<file path="config.mk">
export PLATFORM = sky130hd
export DESIGN_NAME = multicycle_control_unit_flat
export DESIGN_NICKNAME = d
export VERILOG_FILES = /design/src/rtl/multicycle_control_unit_pkg.sv /design/src/rtl/multicycle_control_unit_if.sv /design/src/rtl/multicycle_control_unit_output_decode.sv /design/src/rtl/multicycle_control_unit.sv /design/src/flat_wrapper.sv
export SDC_FILE = /design/constraint.sdc
export NUM_CORES = 1
export LEC_CHECK = 0
export BUFFER_PORTS_ARGS = -buffer_cell sky130_fd_sc_hd__buf_2
export CAP_MARGIN = 20
export CORE_MARGIN = 2
export CORE_UTILIZATION = 47
export DETAILED_ROUTE_END_ITERATION = 8
export PLACE_DENSITY = 0.76
export RECOVER_POWER = 50
export SYNTH_ARGS = -nofsm -noshare
export SYNTH_HDL_FRONTEND = slang
export SYNTH_SLANG_ARGS = --single-unit
</file>
<file path="constraint.sdc">
create_clock -name clk -period 1.6 [get_ports clk]
set_input_delay 0 -clock clk [delete_from_list [all_inputs] [get_ports clk]]
set_output_delay 0 -clock clk [all_outputs]
set_load 0.05 [all_outputs]
</file>
<file path="src/rtl/multicycle_control_unit_pkg.sv">
// Shared types and encodings for the multicycle MIPS-subset control unit:
// FSM states, opcodes, mux-select encodings and the decoded control word.
package multicycle_ctrl_pkg;

    typedef enum logic [3:0] {
        S_FETCH    = 4'd0,
        S_DECODE   = 4'd1,
        S_MEM_ADDR = 4'd2,
        S_MEM_RD   = 4'd3,
        S_MEM_WB   = 4'd4,
        S_MEM_WR   = 4'd5,
        S_EXEC     = 4'd6,
        S_ALU_WB   = 4'd7,
        S_BRANCH   = 4'd8,
        S_ADDI_EX  = 4'd9,
        S_ADDI_WB  = 4'd10,
        S_JUMP     = 4'd11,
        S_TRAP     = 4'd12
    } state_t;

    localparam logic [5:0] OP_RTYPE = 6'b000000;
    localparam logic [5:0] OP_LW    = 6'b100011;
    localparam logic [5:0] OP_SW    = 6'b101011;
    localparam logic [5:0] OP_BEQ   = 6'b000100;
    localparam logic [5:0] OP_ADDI  = 6'b001000;
    localparam logic [5:0] OP_J     = 6'b000010;

    localparam logic [1:0] ALUOP_ADD   = 2'b00;
    localparam logic [1:0] ALUOP_SUB   = 2'b01;
    localparam logic [1:0] ALUOP_FUNCT = 2'b10;

    localparam logic [1:0] SRCB_REG    = 2'b00;
    localparam logic [1:0] SRCB_FOUR   = 2'b01;
    localparam logic [1:0] SRCB_IMM    = 2'b10;
    localparam logic [1:0] SRCB_IMM_SH = 2'b11;

    localparam logic [1:0] PCSRC_ALU    = 2'b00;
    localparam logic [1:0] PCSRC_ALUOUT = 2'b01;
    localparam logic [1:0] PCSRC_JUMP   = 2'b10;

    typedef struct packed {
        logic       pc_write;
        logic       pc_write_cond;
        logic       ior_d;
        logic       mem_read;
        logic       mem_write;
        logic       ir_write;
        logic       mem_to_reg;
        logic       reg_dst;
        logic       reg_write;
        logic       alu_src_a;
        logic [1:0] alu_src_b;
        logic [1:0] pc_src;
        logic [1:0] alu_op;
    } ctrl_t;

    // States whose exit to FETCH is unconditional and completes an instruction.
    function automatic logic retires_on_exit(state_t s);
        case (s)
            S_MEM_WB, S_ALU_WB, S_BRANCH, S_ADDI_WB, S_JUMP: return 1'b1;
            default:                                         return 1'b0;
        endcase
    endfunction

endpackage

</file>
<file path="src/rtl/multicycle_control_unit_if.sv">
// Bundle between the control unit (slave) and the datapath/instruction register (master).
interface multicycle_control_unit_if #(
    parameter int OPCODE_W = 6,
    parameter int ALUOP_W  = 2,
    parameter int CNT_W    = 32
);
    logic [OPCODE_W-1:0] opcode;
    logic                mem_ready;
    logic                pc_write;
    logic                pc_write_cond;
    logic                ior_d;
    logic                mem_read;
    logic                mem_write;
    logic                ir_write;
    logic                mem_to_reg;
    logic                reg_dst;
    logic                reg_write;
    logic                alu_src_a;
    logic [1:0]          alu_src_b;
    logic [1:0]          pc_src;
    logic [ALUOP_W-1:0]  alu_op;
    logic                halted;
    logic [3:0]          state_o;
    logic [CNT_W-1:0]    instret;

    modport master (
        output opcode, mem_ready,
        input  pc_write, pc_write_cond, ior_d, mem_read, mem_write, ir_write,
               mem_to_reg, reg_dst, reg_write, alu_src_a, alu_src_b, pc_src,
               alu_op, halted, state_o, instret
    );

    modport slave (
        input  opcode, mem_ready,
        output pc_write, pc_write_cond, ior_d, mem_read, mem_write, ir_write,
               mem_to_reg, reg_dst, reg_write, alu_src_a, alu_src_b, pc_src,
               alu_op, halted, state_o, instret
    );
endinterface

</file>
<file path="src/rtl/multicycle_control_unit_output_decode.sv">
// Combinational state -> control-word decode. FETCH's PC/IR writes follow mem_ready
// directly; all enables are held low while reset is asserted.
module mcu_output_decode
    import multicycle_ctrl_pkg::*;
(
    input  state_t state_i,
    input  logic   rst_n_i,
    input  logic   mem_ready_i,
    output ctrl_t  ctrl_o
);

    always_comb begin
        ctrl_o = '0;
        case (state_i)
            S_FETCH: begin
                ctrl_o.mem_read  = 1'b1;
                ctrl_o.alu_src_b = SRCB_FOUR;
                ctrl_o.alu_op    = ALUOP_ADD;
                ctrl_o.pc_src    = PCSRC_ALU;
                ctrl_o.pc_write  = mem_ready_i;
                ctrl_o.ir_write  = mem_ready_i;
            end
            S_DECODE: begin
                ctrl_o.alu_src_b = SRCB_IMM_SH;
                ctrl_o.alu_op    = ALUOP_ADD;
            end
            S_MEM_ADDR, S_ADDI_EX: begin
                ctrl_o.alu_src_a = 1'b1;
                ctrl_o.alu_src_b = SRCB_IMM;
                ctrl_o.alu_op    = ALUOP_ADD;
            end
            S_MEM_RD: begin
                ctrl_o.mem_read = 1'b1;
                ctrl_o.ior_d    = 1'b1;
            end
            S_MEM_WB: begin
                ctrl_o.reg_write  = 1'b1;
                ctrl_o.mem_to_reg = 1'b1;
            end
            S_MEM_WR: begin
                ctrl_o.mem_write = 1'b1;
                ctrl_o.ior_d     = 1'b1;
            end
            S_EXEC: begin
                ctrl_o.alu_src_a = 1'b1;
                ctrl_o.alu_src_b = SRCB_REG;
                ctrl_o.alu_op    = ALUOP_FUNCT;
            end
            S_ALU_WB: begin
                ctrl_o.reg_write = 1'b1;
                ctrl_o.reg_dst   = 1'b1;
            end
            S_BRANCH: begin
                ctrl_o.alu_src_a     = 1'b1;
                ctrl_o.alu_src_b     = SRCB_REG;
                ctrl_o.alu_op        = ALUOP_SUB;
                ctrl_o.pc_write_cond = 1'b1;
                ctrl_o.pc_src        = PCSRC_ALUOUT;
            end
            S_ADDI_WB: ctrl_o.reg_write = 1'b1;
            S_JUMP: begin
                ctrl_o.pc_write = 1'b1;
                ctrl_o.pc_src   = PCSRC_JUMP;
            end
            default: ;
        endcase

        // Mux selects keep their FETCH values during reset; only the enables are gated.
        if (!rst_n_i) begin
            ctrl_o.pc_write      = 1'b0;
            ctrl_o.pc_write_cond = 1'b0;
            ctrl_o.ir_write      = 1'b0;
            ctrl_o.mem_read      = 1'b0;
            ctrl_o.mem_write     = 1'b0;
            ctrl_o.reg_write     = 1'b0;
        end
    end

endmodule

</file>
<file path="src/rtl/multicycle_control_unit.sv">
// Multicycle control FSM: state register, opcode-driven next state, sticky trap
// flag and retired-instruction counter. Control decode lives in mcu_output_decode.
module multicycle_control_unit
    import multicycle_ctrl_pkg::*;
#(
    parameter int OPCODE_W    = 6,
    parameter int ALUOP_W     = 2,
    parameter int CNT_W       = 32,
    parameter int MEM_WAIT_EN = 1,
    parameter int ADDI_EN     = 1
) (
    input  logic                       clk,
    input  logic                       rst_n,
    multicycle_control_unit_if.slave   bus
);

    state_t           state_q, state_d;
    logic [CNT_W-1:0] instret_q, instret_d;
    logic             halted_q, halted_d;
    logic             mem_ready_eff;
    logic             retire;
    ctrl_t            ctrl;

    logic is_rtype, is_lw, is_sw, is_beq, is_addi, is_j;

    assign mem_ready_eff = (MEM_WAIT_EN != 0) ? bus.mem_ready : 1'b1;

    assign is_rtype = (bus.opcode == OPCODE_W'(OP_RTYPE));
    assign is_lw    = (bus.opcode == OPCODE_W'(OP_LW));
    assign is_sw    = (bus.opcode == OPCODE_W'(OP_SW));
    assign is_beq   = (bus.opcode == OPCODE_W'(OP_BEQ));
    assign is_addi  = (bus.opcode == OPCODE_W'(OP_ADDI)) && (ADDI_EN != 0);
    assign is_j     = (bus.opcode == OPCODE_W'(OP_J));

    always_comb begin
        state_d = state_q;
        case (state_q)
            S_FETCH:    if (mem_ready_eff) state_d = S_DECODE;
            S_DECODE: begin
                if (is_lw || is_sw)  state_d = S_MEM_ADDR;
                else if (is_rtype)   state_d = S_EXEC;
                else if (is_beq)     state_d = S_BRANCH;
                else if (is_addi)    state_d = S_ADDI_EX;
                else if (is_j)       state_d = S_JUMP;
                else                 state_d = S_TRAP;
            end
            // Anything other than SW reaching here came from an LW decode.
            S_MEM_ADDR: state_d = is_sw ? S_MEM_WR : S_MEM_RD;
            S_MEM_RD:   if (mem_ready_eff) state_d = S_MEM_WB;
            S_MEM_WR:   if (mem_ready_eff) state_d = S_FETCH;
            S_EXEC:     state_d = S_ALU_WB;
            S_ADDI_EX:  state_d = S_ADDI_WB;
            S_MEM_WB, S_ALU_WB, S_BRANCH, S_ADDI_WB, S_JUMP: state_d = S_FETCH;
            S_TRAP:     state_d = S_TRAP;
            default:    state_d = S_FETCH;
        endcase
    end

    assign retire    = retires_on_exit(state_q) || ((state_q == S_MEM_WR) && mem_ready_eff);
    assign instret_d = retire ? instret_q + 1'b1 : instret_q;
    assign halted_d  = halted_q || (state_d == S_TRAP);

    always_ff @(posedge clk or negedge rst_n) begin
        if (!rst_n) begin
            state_q   <= S_FETCH;
            instret_q <= '0;
            halted_q  <= 1'b0;
        end else begin
            state_q   <= state_d;
            instret_q <= instret_d;
            halted_q  <= halted_d;
        end
    end

    mcu_output_decode u_decode (
        .state_i     (state_q),
        .rst_n_i     (rst_n),
        .mem_ready_i (mem_ready_eff),
        .ctrl_o      (ctrl)
    );

    assign bus.pc_write      = ctrl.pc_write;
    assign bus.pc_write_cond = ctrl.pc_write_cond;
    assign bus.ior_d         = ctrl.ior_d;
    assign bus.mem_read      = ctrl.mem_read;
    assign bus.mem_write     = ctrl.mem_write;
    assign bus.ir_write      = ctrl.ir_write;
    assign bus.mem_to_reg    = ctrl.mem_to_reg;
    assign bus.reg_dst       = ctrl.reg_dst;
    assign bus.reg_write     = ctrl.reg_write;
    assign bus.alu_src_a     = ctrl.alu_src_a;
    assign bus.alu_src_b     = ctrl.alu_src_b;
    assign bus.pc_src        = ctrl.pc_src;
    assign bus.alu_op        = ALUOP_W'(ctrl.alu_op);
    assign bus.halted        = halted_q;
    assign bus.state_o       = state_q;
    assign bus.instret       = instret_q;

endmodule
</file>
<file path="src/flat_wrapper.sv">
// flat-port wrapper written by rule: the top's interface ports become plain ports
module multicycle_control_unit_flat import multicycle_ctrl_pkg::*;
#(
    parameter int OPCODE_W    = 6,
    parameter int ALUOP_W     = 2,
    parameter int CNT_W       = 32,
    parameter int MEM_WAIT_EN = 1,
    parameter int ADDI_EN     = 1
)
  (clk, rst_n, bus_opcode, bus_mem_ready, bus_pc_write, bus_pc_write_cond, bus_ior_d, bus_mem_read, bus_mem_write, bus_ir_write, bus_mem_to_reg, bus_reg_dst, bus_reg_write, bus_alu_src_a, bus_alu_src_b, bus_pc_src, bus_alu_op, bus_halted, bus_state_o, bus_instret);
  multicycle_control_unit_if #(.OPCODE_W(OPCODE_W), .ALUOP_W(ALUOP_W), .CNT_W(CNT_W)) bus_i ();
  input  logic clk;
  input  logic rst_n;
  input wire logic [$bits(bus_i.opcode)-1:0] bus_opcode;
  input wire logic [$bits(bus_i.mem_ready)-1:0] bus_mem_ready;
  output wire logic [$bits(bus_i.pc_write)-1:0] bus_pc_write;
  output wire logic [$bits(bus_i.pc_write_cond)-1:0] bus_pc_write_cond;
  output wire logic [$bits(bus_i.ior_d)-1:0] bus_ior_d;
  output wire logic [$bits(bus_i.mem_read)-1:0] bus_mem_read;
  output wire logic [$bits(bus_i.mem_write)-1:0] bus_mem_write;
  output wire logic [$bits(bus_i.ir_write)-1:0] bus_ir_write;
  output wire logic [$bits(bus_i.mem_to_reg)-1:0] bus_mem_to_reg;
  output wire logic [$bits(bus_i.reg_dst)-1:0] bus_reg_dst;
  output wire logic [$bits(bus_i.reg_write)-1:0] bus_reg_write;
  output wire logic [$bits(bus_i.alu_src_a)-1:0] bus_alu_src_a;
  output wire logic [$bits(bus_i.alu_src_b)-1:0] bus_alu_src_b;
  output wire logic [$bits(bus_i.pc_src)-1:0] bus_pc_src;
  output wire logic [$bits(bus_i.alu_op)-1:0] bus_alu_op;
  output wire logic [$bits(bus_i.halted)-1:0] bus_halted;
  output wire logic [$bits(bus_i.state_o)-1:0] bus_state_o;
  output wire logic [$bits(bus_i.instret)-1:0] bus_instret;
  assign bus_i.opcode = bus_opcode;
  assign bus_i.mem_ready = bus_mem_ready;
  assign bus_pc_write = bus_i.pc_write;
  assign bus_pc_write_cond = bus_i.pc_write_cond;
  assign bus_ior_d = bus_i.ior_d;
  assign bus_mem_read = bus_i.mem_read;
  assign bus_mem_write = bus_i.mem_write;
  assign bus_ir_write = bus_i.ir_write;
  assign bus_mem_to_reg = bus_i.mem_to_reg;
  assign bus_reg_dst = bus_i.reg_dst;
  assign bus_reg_write = bus_i.reg_write;
  assign bus_alu_src_a = bus_i.alu_src_a;
  assign bus_alu_src_b = bus_i.alu_src_b;
  assign bus_pc_src = bus_i.pc_src;
  assign bus_alu_op = bus_i.alu_op;
  assign bus_halted = bus_i.halted;
  assign bus_state_o = bus_i.state_o;
  assign bus_instret = bus_i.instret;
  multicycle_control_unit #(.OPCODE_W(OPCODE_W), .ALUOP_W(ALUOP_W), .CNT_W(CNT_W), .MEM_WAIT_EN(MEM_WAIT_EN), .ADDI_EN(ADDI_EN)) u_core (.clk(clk), .rst_n(rst_n), .bus(bus_i));
endmodule
</file>
==> impl_metrics.toml, run 1 <==
[drt]
vias = 2336
drt-total-wl_um = 7750
routed-wl-met2_um = 3890
met1_length_um = 3200
top_layer = "met4"
ant_nets = 0
drt_iter0_markers = 205
first_pass_iters = 4
route.met3.wl_um = 457
drc_errors = 0
route.detailed.wl_per_inst_um = 19.3
via_per_inst = 5.81

[synthesis]
synth_nets = 234
async_flop_share_pct = 100
ys_types = 42
synth_area_per_cell_sq_um = 9.70
yosysWarnings = 0
syn-cell-area_sq_mm = 0.00217
ys_ff_latch = 37
synth_area_leaders = "dfrtp_1 (43%), xor2_1 (9.7%), nor3_1 (4.1%), nor4_2 (4.0%), xnor2_1 (4.0%)"
synth-main-ff-cell = "dfrtp_1"
synth_edf_count = 0
synth.top_cell.area_share_pct = 42.6
synth_cells = 224
synth_seq_area_share_pct = 42.6
yosys.area.top_type = "dfrtp_1"

[place]
gp_congestion = 0.839
hpwlAfterDp_um = 4340
port_buffers = 61
pre_cts_slack_ps = -161

[finish]
syn2layout_area_growth_pct = 71.6
nets = 359
mostFrequentLayoutCells = "buf_4 (57), buf_2 (39), xor2_1 (24), dfrtp_1 (18), dfrtp_2 (18)"
drive_gt1_share_pct = 60.9
n_fill_cell = 233
antenna_cells = 0
layout_commonest_cell = "buf_4"

[floorplan]
start_util_pct = 49.2
die_h_um = 72
ioPinCount = 62
die_w_um = 72
rows = 24
core_region_area_sq_mm = 0.00441
dieArea_sq_mm = 0.00518

[global_route]
grt_pass1_wl_um = 10900
globalRouteTotalUtil_pct = 27.0
grt_overflow = 0
grt_max_degree = 25
antenna_found_initial = 0
grt_pass1_vias = 2318

[setup_path]
reg2reg_slack_ps = -180
crit_start = "u_core.bus.instret[12]"
cp-end-kind = "flip-flop"
crit_buf_inv = 1
r2r_start = "u_core.bus.instret[12]"
crit_required_ps = 1820
path_delay_family = "simple AND/OR/NAND/NOR gates"
worstPathMaxFanout = 6
crit_slowest_cell = "or3_4"
critPathLaunchType = "flip-flop"
crit_arrival_ps = 2000
reg2reg_depth = 6
cp_num_cells = 6
slowest_delay_ps = 400
path_class = "flip-flop to flip-flop"
worstReg2RegEnd = "u_core.bus.instret[28]"
crit_path_end = "u_core.bus.instret[28]"
cp_cell_sequence = "and4_4 > nand3_2 > or3_4 > buf_4 > nor4_4 > xor2_1"

[timing]
maxSlewViolCount = 0
finalSetupViolCount = 29
rsz0062_at_grt = "yes"
setup_ws_ps = -176
fin_crit_ps = 1780
clock_skew_ps = 9.44
slew_headroom_pct = 36.2
period_share_pct = 111
hold_violations = 0
fmax_ghz = 0.563
tightest_slew_ps = 957

[clocking]
cts_sinks = 37
h-tree-depth = 2
cts_inserted_buffers = 5
cts_max_path_buffers = 2
root_buffer = "clkbuf_8"
cts.clk_slew.worst_paths_ps = 80
clk_latency_ps = 300
cts_tree = "built"

[run_status]
status = "finished, violations left"
failed_checks = "setup timing"

[run]
maxCapViolCount = 0

[pwr]
irDropWorstVdd_v = 0.00151
total_power_mw = 5.52
power.density_mw_per_mm2 = 1480
leakagePower_nw = 1.90

[worst_hold_path]
min_from = "bus_opcode[3]"
hold_class = "input pin to flip-flop"
## tightest hold or removal path, cell delays in order
cell and delay (ps):
buf_2 160, o32a_1 210, o21ai_1 60
## cell families (layout without fill, tap and decap cells)
family | after synthesis | count (layout) | synth area share (%)
buffers and inverters | 19 | 145 | 4.14
and+or+nand+nor | 110 | 110 | 31.3
DFF | 37 | 37 | 42.6
AOI/OAI and AO/OA | 21 | 21 | 6.68
adders and majority gates | 1 | 1 | 0.576
xor gates and xnor gates | 34 | 34 | 13.7
muxes | 2 | 2 | 1.04
## worst min-delay path by stage
stage	to	slack [ps]	cells after the start
final	u_core.bus.state_o[1]	170	3
after global routing	u_core.bus.state_o[1]	180	3
after CTS	u_core.bus.state_o[1]	170	4
after detailed placement	u_core.bus.state_o[1]	9	2
after global placement	u_core.bus.state_o[1]	3	2
after floorplan	u_core.bus.halted	-300	0
## cell type report
type                    instances  area, sq um  share of cell area [%]
flip-flops and latches         37          952                    25.5
inverters                       8         33.8                   0.906
well taps                      52         65.1                    1.74
clock buffers                   8         90.1                    2.42
multi-input cells             168         1600                    42.9
repair buffers                129          987                    26.5
## synthesized netlist by cell type (4+ instances only)
cell,n
nor2_1,19
xnor2_1,10
xor2_1,24
nor3_1,18
nor4_1,6
clkbuf_1,5
nor4_2,7
dfrtp_1,37
nand2_1,20
nand4_1,7
inv_1,8
o21ai_0,6
nor4b_1,4
nand3_1,9
## state kept, by name (all words and copies together), names as in the netlist
register and cells:
u_core.bus.halted 1, u_core.bus.instret 32, u_core.bus.state_o 4
## power breakdown
group / internal [mW] / total [mW] / switching [mW] / leakage (nW)
sequential: 1.09 / 1.25 / 0.162 / 0.440
combinational: 1.36 / 3.56 / 2.20 / 1.41
clock: 0.352 / 0.701 / 0.350 / 0.0455
total: 2.81 / 5.52 / 2.71 / 1.90
## metrics by stage
stage	cell area, sq um	TNS, ps	std cells	utilization (%)	hold slack [ps]
3_3_place_gp	3140	-1080	375	71.1	3.02
2_1_floorplan	2490	-7640	224	-	-296
6_report	3730	-2510	402	84.5	170
4_1_cts	3510	-1260	395	79.5	174
3_5_place_dp	3140	-1860	375	71.1	9.36
5_1_grt	3730	-4960	402	84.5	182
## routing by layer
metal  vias up  track usage, %
li1       1042               -
met1      1165            33.2
met2       107            45.1
met3        22            7.22
met4         0            11.1
met5         -               0
## what timing repair did
action	in CTS	in global routing
gates resized for setup	44	49
buffers inserted	11	7
pin swaps	15	17
hold buffers	1	0
setup endpoints to repair	29	46
hold endpoints to repair	37	0
(Power assumes the default switching activity.)
==> run 2: changes to the inputs <==
--- a/config.mk
+++ b/config.mk
@@ -10,7 +10,7 @@
 export CORE_MARGIN = 2
 export CORE_UTILIZATION = 47
 export DETAILED_ROUTE_END_ITERATION = 8
-export PLACE_DENSITY = 0.76
+export PLACE_DENSITY_LB_ADDON = 0.1
 export RECOVER_POWER = 50
 export SYNTH_ARGS = -nofsm -noshare
 export SYNTH_HDL_FRONTEND = slang
==> constraint.sdc (replaced) <==
create_clock -name clk -period 1.5 [get_ports clk]
set_input_delay 0 -clock clk [delete_from_list [all_inputs] [get_ports clk]]
set_output_delay 0 -clock clk [all_outputs]
set_load 0.1 [all_outputs]
==> impl_metrics.toml, run 2 <==
[floorplan]
rows = 24
die_h_um = 72
die_w_um = 72
start_util_pct = 49.2
ioPinCount = 62

[place]
hpwlAfterDp_um = 4440
dpl_cell_area_sq_mm = 0.00353
port_buffers = 61
pre_cts_slack_ps = -309
gp_congestion = 0.854
dp.cells = 387

[clocking]
cts_inserted_buffers = 5
root_buffer = "clkbuf_8"
cts_resized = 105
ctsHoldBuffers = 1
cts_setup_buffers = 27
cts_max_path_buffers = 2
cts_sinks = 37
h-tree-depth = 2

[synthesis]
ys_ff_latch = 37
yosysWarnings = 0
async_flop_share_pct = 100
yosys-top-cells-count = "dfrtp_1 (37), xor2_1 (24), nand2_1 (20)"
syn-cell-area_sq_mm = 0.00217
synth_area_leaders = "dfrtp_1 (43%), xor2_1 (9.7%), nor3_1 (4.1%), nor4_2 (4.0%), xnor2_1 (4.0%)"
synth_cells = 224
synth-main-ff-cell = "dfrtp_1"
synth_seq_area_share_pct = 42.6
synth_area_per_cell_sq_um = 9.70
synth_nets = 234
synth_most_common_cell = "dfrtp_1"
ys_types = 42
synth_edf_count = 0
synth.top_cell.area_share_pct = 42.6
yosys.area.top_type = "dfrtp_1"

[run_status]
error = "[ERROR DPL-0033] detailed placement checks failed during check placement."
failed_stage = "clock tree synthesis (4_1_cts)"
status = "did not finish"
-- run 2: kinds of logic after synthesis --
family,count (synthesis),share of synthesized area (%)
buffers and inverters,19,4.14
adders and majority gates,1,0.576
and+or+nand+nor,110,31.3
xor gates and xnor gates,34,13.7
AOI/OAI and AO/OA,21,6.68
muxes,2,1.04
DFF,37,42.6
-- run 2: through the flow --
step	TNS (ps)	hold slack [ps]
global placement	-3620	-8.12
detailed placement	-4940	-23.5
floorplan	-25290	-296
==> run 3: changes to the inputs <==
--- a/config.mk
+++ b/config.mk
@@ -8,9 +8,9 @@
 export BUFFER_PORTS_ARGS = -buffer_cell sky130_fd_sc_hd__buf_2
 export CAP_MARGIN = 20
 export CORE_MARGIN = 2
-export CORE_UTILIZATION = 47
+export CORE_UTILIZATION = 40
 export DETAILED_ROUTE_END_ITERATION = 8
-export PLACE_DENSITY_LB_ADDON = 0.1
+export PLACE_DENSITY_LB_ADDON = 0.15
 export RECOVER_POWER = 50
 export SYNTH_ARGS = -nofsm -noshare
 export SYNTH_HDL_FRONTEND = slang
==> constraint.sdc (replaced) <==
create_clock -name clk -period 2 [get_ports clk]
set_input_delay 0 -clock clk [delete_from_list [all_inputs] [get_ports clk]]
set_output_delay 0 -clock clk [all_outputs]
set_load 0.1 [all_outputs]
==> impl_metrics.toml, run 3 (synthesis results as in run 1) <==
[run_status]
status = "completed"

[pwr]
irDropWorstVdd_v = 0.00173
power.density_mw_per_mm2 = 1470
total_power_mw = 4.42
leakagePower_nw = 1.33

[timing]
fmax_ghz = 0.519
clock_skew_ps = 6.42
tightest_slew_ps = 1180
fin_crit_ps = 1930
whs_ps = 120
rsz0062_at_grt = "no"
period_share_pct = 96.3
finalSetupViolCount = 0
hold_violations = 0
maxSlewViolCount = 0
slew_headroom_pct = 21.5

[finish]
n_fill_cell = 462
largest_reg_flops = 32
mostFrequentLayoutCells = "clkbuf_1 (29), buf_2 (27), xor2_1 (24), dfrtp_2 (20), nand2_1 (18)"
syn2layout_area_growth_pct = 38.6
nets = 307
antenna_cells = 0
layout_commonest_cell = "clkbuf_1"
multi_input_area_sq_mm = 0.00131
seq_area_sq_um = 977
drive_gt1_share_pct = 39.6

[drt]
first_pass_iters = 4
top_layer = "met4"
routed-wl-met2_um = 2250
ant_nets = 0
drt-total-wl_um = 4980
drt_iter0_markers = 56
met1_length_um = 2390
drc_errors = 0
vias = 1919
via_per_inst = 5.21
route.detailed.wl_per_inst_um = 13.5
route.met3.wl_um = 265

[floorplan]
dieArea_sq_mm = 0.00604
start_util_pct = 42.0
ioPinCount = 62
core_region_area_sq_mm = 0.00517
die_h_um = 77.7
die_w_um = 77.7
rows = 26

[global_route]
grt_pass1_wl_um = 8540
grt_overflow = 0
antenna_found_initial = 0
grt_max_degree = 23
globalRouteTotalUtil_pct = 17.6
grt_pass1_vias = 1818

[run]
maxCapViolCount = 0

[clocking]
root_buffer = "clkbuf_8"
cts_sinks = 37
cts_tree = "built"
cts_inserted_buffers = 5
h-tree-depth = 2
clk_latency_ps = 290
cts_max_path_buffers = 2
cts.clk_slew.worst_paths_ps = 70

[setup_path]
crit_arrival_ps = 1930
worstPathMaxFanout = 6
cp-end-kind = "output port"
cp_cell_sequence = "buf_4 > nand2b_1 > mux2_2 > nor2_1 > o21a_4 > buf_12"
crit_slowest_cell = "dfrtp_4"
slowest_delay_ps = 530
path_class = "flip-flop to output port"
crit_required_ps = 2000
critPathLaunchType = "flip-flop"
reg2reg_depth = 6

[place]
port_buffers = 61
gp_congestion = 0.821
hpwlAfterDp_um = 3740

[worst_hold_path]
whs_path_depth = 4
hold_class = "input pin to flip-flop"
run 3: final timing paths:
path	startpoint	end	slack (ps)
max	u_core.bus.state_o[3]	bus_reg_write	70
min	bus_mem_ready	u_core.bus.state_o[1]	120
max reg2reg	u_core.bus.instret[10]	u_core.bus.instret[31]	100
min reg2reg	u_core.bus.halted	u_core.bus.halted	460
max in group asynchronous	rst_n	u_core.bus.state_o[3]	680
min in group asynchronous	rst_n	u_core.bus.instret[21]	340
run 3: layout make-up:
| class | instances | share of cell area, % |
|---|---|---|
| Clock buffer | 7 | 2.87 |
| Inverter | 8 | 0.997 |
| Clock inverter | 1 | 0.997 |
| Sequential cell | 37 | 32.4 |
| Multi-Input combinational cell | 168 | 43.3 |
| Tap cell | 70 | 2.91 |
| Timing Repair Buffer | 77 | 16.5 |
run 3: critical path, delay by kind of cell (launching register included):
kind                   cells  cell delay (ps)
DFF                        1              530
buffers and inverters      2              350
and+or+nand+nor            2              330
muxes                      1              280
AOI/OAI and AO/OA          1              150
run 3: routing by layer:
metal / up-vias / track usage [%]
li1: 933 / -
met1: 932 / 24.5
met2: 47 / 26.3
met3: 7 / 4.19
met4: 0 / 7.50
met5: - / 0
run 3: what timing repair did:
item | in CTS | in global routing
gates resized for setup | 0 | 2
setup buffers | 0 | 2
setup endpoints to repair | 0 | 5
hold buffers | 1 | 0
endpoints found under the hold margin | 37 | 0
run 3: power by group:
part           leakage (nW)  switching (mW)  internal (mW)
clock                0.0585           0.257          0.406
sequential            0.429           0.132          0.882
combinational         0.847            2.12          0.621
total                  1.33            2.51           1.91
run 3: stage by stage:
stage | setup WS (ps) | utilization, % | cells | instance area, sq um | setup TNS [ps]
floorplan | -406 | - | 224 | 2400 | -5930
global placement | 166 | 56.1 | 357 | 2900 | 0
detailed placement | 123 | 56.1 | 357 | 2900 | 0
CTS | 15.4 | 58.6 | 366 | 3030 | 0
global route | 2.61 | 58.2 | 368 | 3010 | 0
finish | 74.7 | 58.2 | 368 | 3010 | 0
==> run 4: changes to the inputs <==
--- a/config.mk
+++ b/config.mk
@@ -8,10 +8,11 @@
 export BUFFER_PORTS_ARGS = -buffer_cell sky130_fd_sc_hd__buf_2
 export CAP_MARGIN = 20
 export CORE_MARGIN = 2
-export CORE_UTILIZATION = 40
+export CORE_UTILIZATION = 52
 export DETAILED_ROUTE_END_ITERATION = 8
 export PLACE_DENSITY_LB_ADDON = 0.15
 export RECOVER_POWER = 50
 export SYNTH_ARGS = -nofsm -noshare
 export SYNTH_HDL_FRONTEND = slang
+export SYNTH_HIERARCHICAL = 1
 export SYNTH_SLANG_ARGS = --single-unit
==> impl_metrics.toml, run 4 <==
[global_route]
grt_pass1_wl_um = 8090
antenna_found_initial = 0
globalRouteTotalUtil_pct = 22.9
grt_pass1_vias = 1662
grt_overflow = 0
grt_max_degree = 28

[drt]
ant_nets = 0
via_per_inst = 5.63
drt-total-wl_um = 5000
first_pass_iters = 4
drt_iter0_markers = 96
route.detailed.wl_per_inst_um = 14.5
drc_errors = 0
vias = 1949

[setup_path]
critPathLaunchType = "flip-flop"
cp-end-kind = "output port"
crit_required_ps = 2000
worstPathMaxFanout = 8
reg2reg_depth = 7
crit_arrival_ps = 1940
path_class = "flip-flop to output port"

[timing]
period_share_pct = 97.2
fin_crit_ps = 1940
maxSlewViolCount = 0
rsz0062_at_grt = "yes"
setup_ws_ps = 56.9
hold_violations = 0
clock_skew_ps = 5.54
finalSetupViolCount = 0
slew_headroom_pct = 22.1
fmax_ghz = 0.515
tightest_slew_ps = 1170

[synthesis]
synth_area_leaders = "dfrtp_1 (43%), xnor2_1 (8.2%), xor2_1 (5.3%), nand3_1 (4.2%), nor3_1 (3.3%)"
ys_ff_latch = 37
synth-main-ff-cell = "dfrtp_1"
synth_seq_area_share_pct = 43.5
synth_area_per_cell_sq_um = 9.42
synth_most_common_cell = "dfrtp_1"
yosys.area.top_type = "dfrtp_1"
synth_cells = 226
ys_types = 44
synth_nets = 236
async_flop_share_pct = 100
syn-cell-area_sq_mm = 0.00213
synth_edf_count = 0
synth.top_cell.area_share_pct = 43.5
yosys-top-cells-count = "dfrtp_1 (37), xnor2_1 (20), nand3_1 (18)"
yosysWarnings = 6

[place]
port_buffers = 61
gp_congestion = 0.790
pre_cts_slack_ps = 155
hpwlAfterDp_um = 3510

[finish]
fin_util_pct = 71.9
antenna_cells = 0
nets = 305
syn2layout_area_growth_pct = 34.0
mostFrequentLayoutCells = "buf_2 (31), clkbuf_1 (26), dfrtp_2 (21), xnor2_1 (20), nand3_1 (18)"
drive_gt1_share_pct = 36.1
layout_commonest_cell = "buf_2"
largest_reg_flops = 32

[run_status]
status = "completed"

[pwr]
power.density_mw_per_mm2 = 1610
irDropWorstVdd_v = 0.00183
leakagePower_nw = 1.19

[clocking]
cts.clk_slew.worst_paths_ps = 70
cts_tree = "built"
root_buffer = "clkbuf_8"
clk_latency_ps = 290
cts_max_path_buffers = 2
h-tree-depth = 2
cts_inserted_buffers = 5
cts_sinks = 37

[floorplan]
core_region_area_sq_mm = 0.00397
die_h_um = 68.0
start_util_pct = 53.6
ioPinCount = 62
dieArea_sq_mm = 0.00462
rows = 23
die_w_um = 68.0

[run]
maxCapViolCount = 0

[worst_hold_path]
hold_class = "input pin to flip-flop"
whs_path_depth = 4
## run 4: changes by cell type in the layout (fill, tap and decap cells not counted), sizes merged, moves of 3 or more
| cell | change |
|---|---|
| and4 | +5 |
| nor4 | -10 |
| nand3 | +8 |
| buf | +3 |
| clkbuf | -4 |
| inv | -3 |
| nor3 | -4 |
| nor3b | +4 |
| xor2 | -11 |
| xnor2 | +10 |
| nor2 | -6 |
| nand2 | -5 |
## run 4: final cells by class
cell class              count  area, sq um
clock inverters             2         10.0
well taps                  50         62.6
inverters                   5         18.8
clock buffers               6         72.6
fillers                   310         1120
flip-flops and latches     37          986
multi-input cells         169         1250
repair buffers             77          457
## run 4: timing repair
item	4_1_cts	5_1_grt
setup buffers	2	0
endpoints found under the hold margin	10	0
pin swaps	1	1
endpoints found under the setup margin	1	5
hold buffers	1	0
gates resized for setup	1	2
## run 4: cells by family after synthesis
kind of cell	after synthesis	synth area share, %
multiplexers	1	0.529
adder cells (fa/ha/maj)	1	0.587
XOR/XNOR	33	13.6
AND/OR/NAND/NOR	113	30.8
buffers and inverters	20	4.05
flip-flops	37	43.5
AO/OA/AOI/OAI	21	6.99
## run 4: metal layers
| metal | part of all wire [%] | global-route usage (%) | vias up |
|---|---|---|---|
| met5 | 0 | 0 | - |
| met4 | 0.52 | 6.50 | 0 |
| met3 | 6.3 | 5.26 | 2 |
| met2 | 46 | 34.0 | 60 |
| met1 | 47 | 33.3 | 937 |
| li1 | - | - | 950 |
## run 4: critical path, cell delays in order (launching register included)
cell and delay (ps):
dfrtp_4 480, buf_4 170, or4b_4 550, a211oi_4 250
buf_12 210
## run 4: per-stage QoR
step / hold WS (ps) / cells / total power, mW / TNS [ps] / cell area, sq um
floorplan: -296 / 226 / 3.59 / -1480 / 2360
global placement: -92.8 / 335 / 4.04 / 0 / 2770
detailed placement: -85.0 / 335 / 4.08 / 0 / 2770
CTS: 58.4 / 346 / 4.62 / 0 / 2880
global route: 91.7 / 346 / 4.81 / -104 / 2850
finish: 60.2 / 346 / 4.59 / 0 / 2850
## run 4: where the power goes
part / internal (mW) / switching (mW)
sequential: 0.897 / 0.226
combinational: 0.732 / 2.24
clock: 0.241 / 0.260
total: 1.87 / 2.72
## run 4: final timing paths
check | slack (ps) | endpoint | start
min | 60 | u_core/bus.state_o[0] | bus_opcode[4]
min reg2reg | 470 | u_core/bus.instret[31] | u_core/bus.instret[31]
max in group asynchronous | 860 | u_core/bus.instret[5] | rst_n
max reg2reg | 150 | u_core/bus.halted | u_core/bus.state_o[1]
max | 60 | bus_pc_write | u_core/bus.state_o[1]
min in group asynchronous | 140 | u_core/bus.instret[15] | rst_n
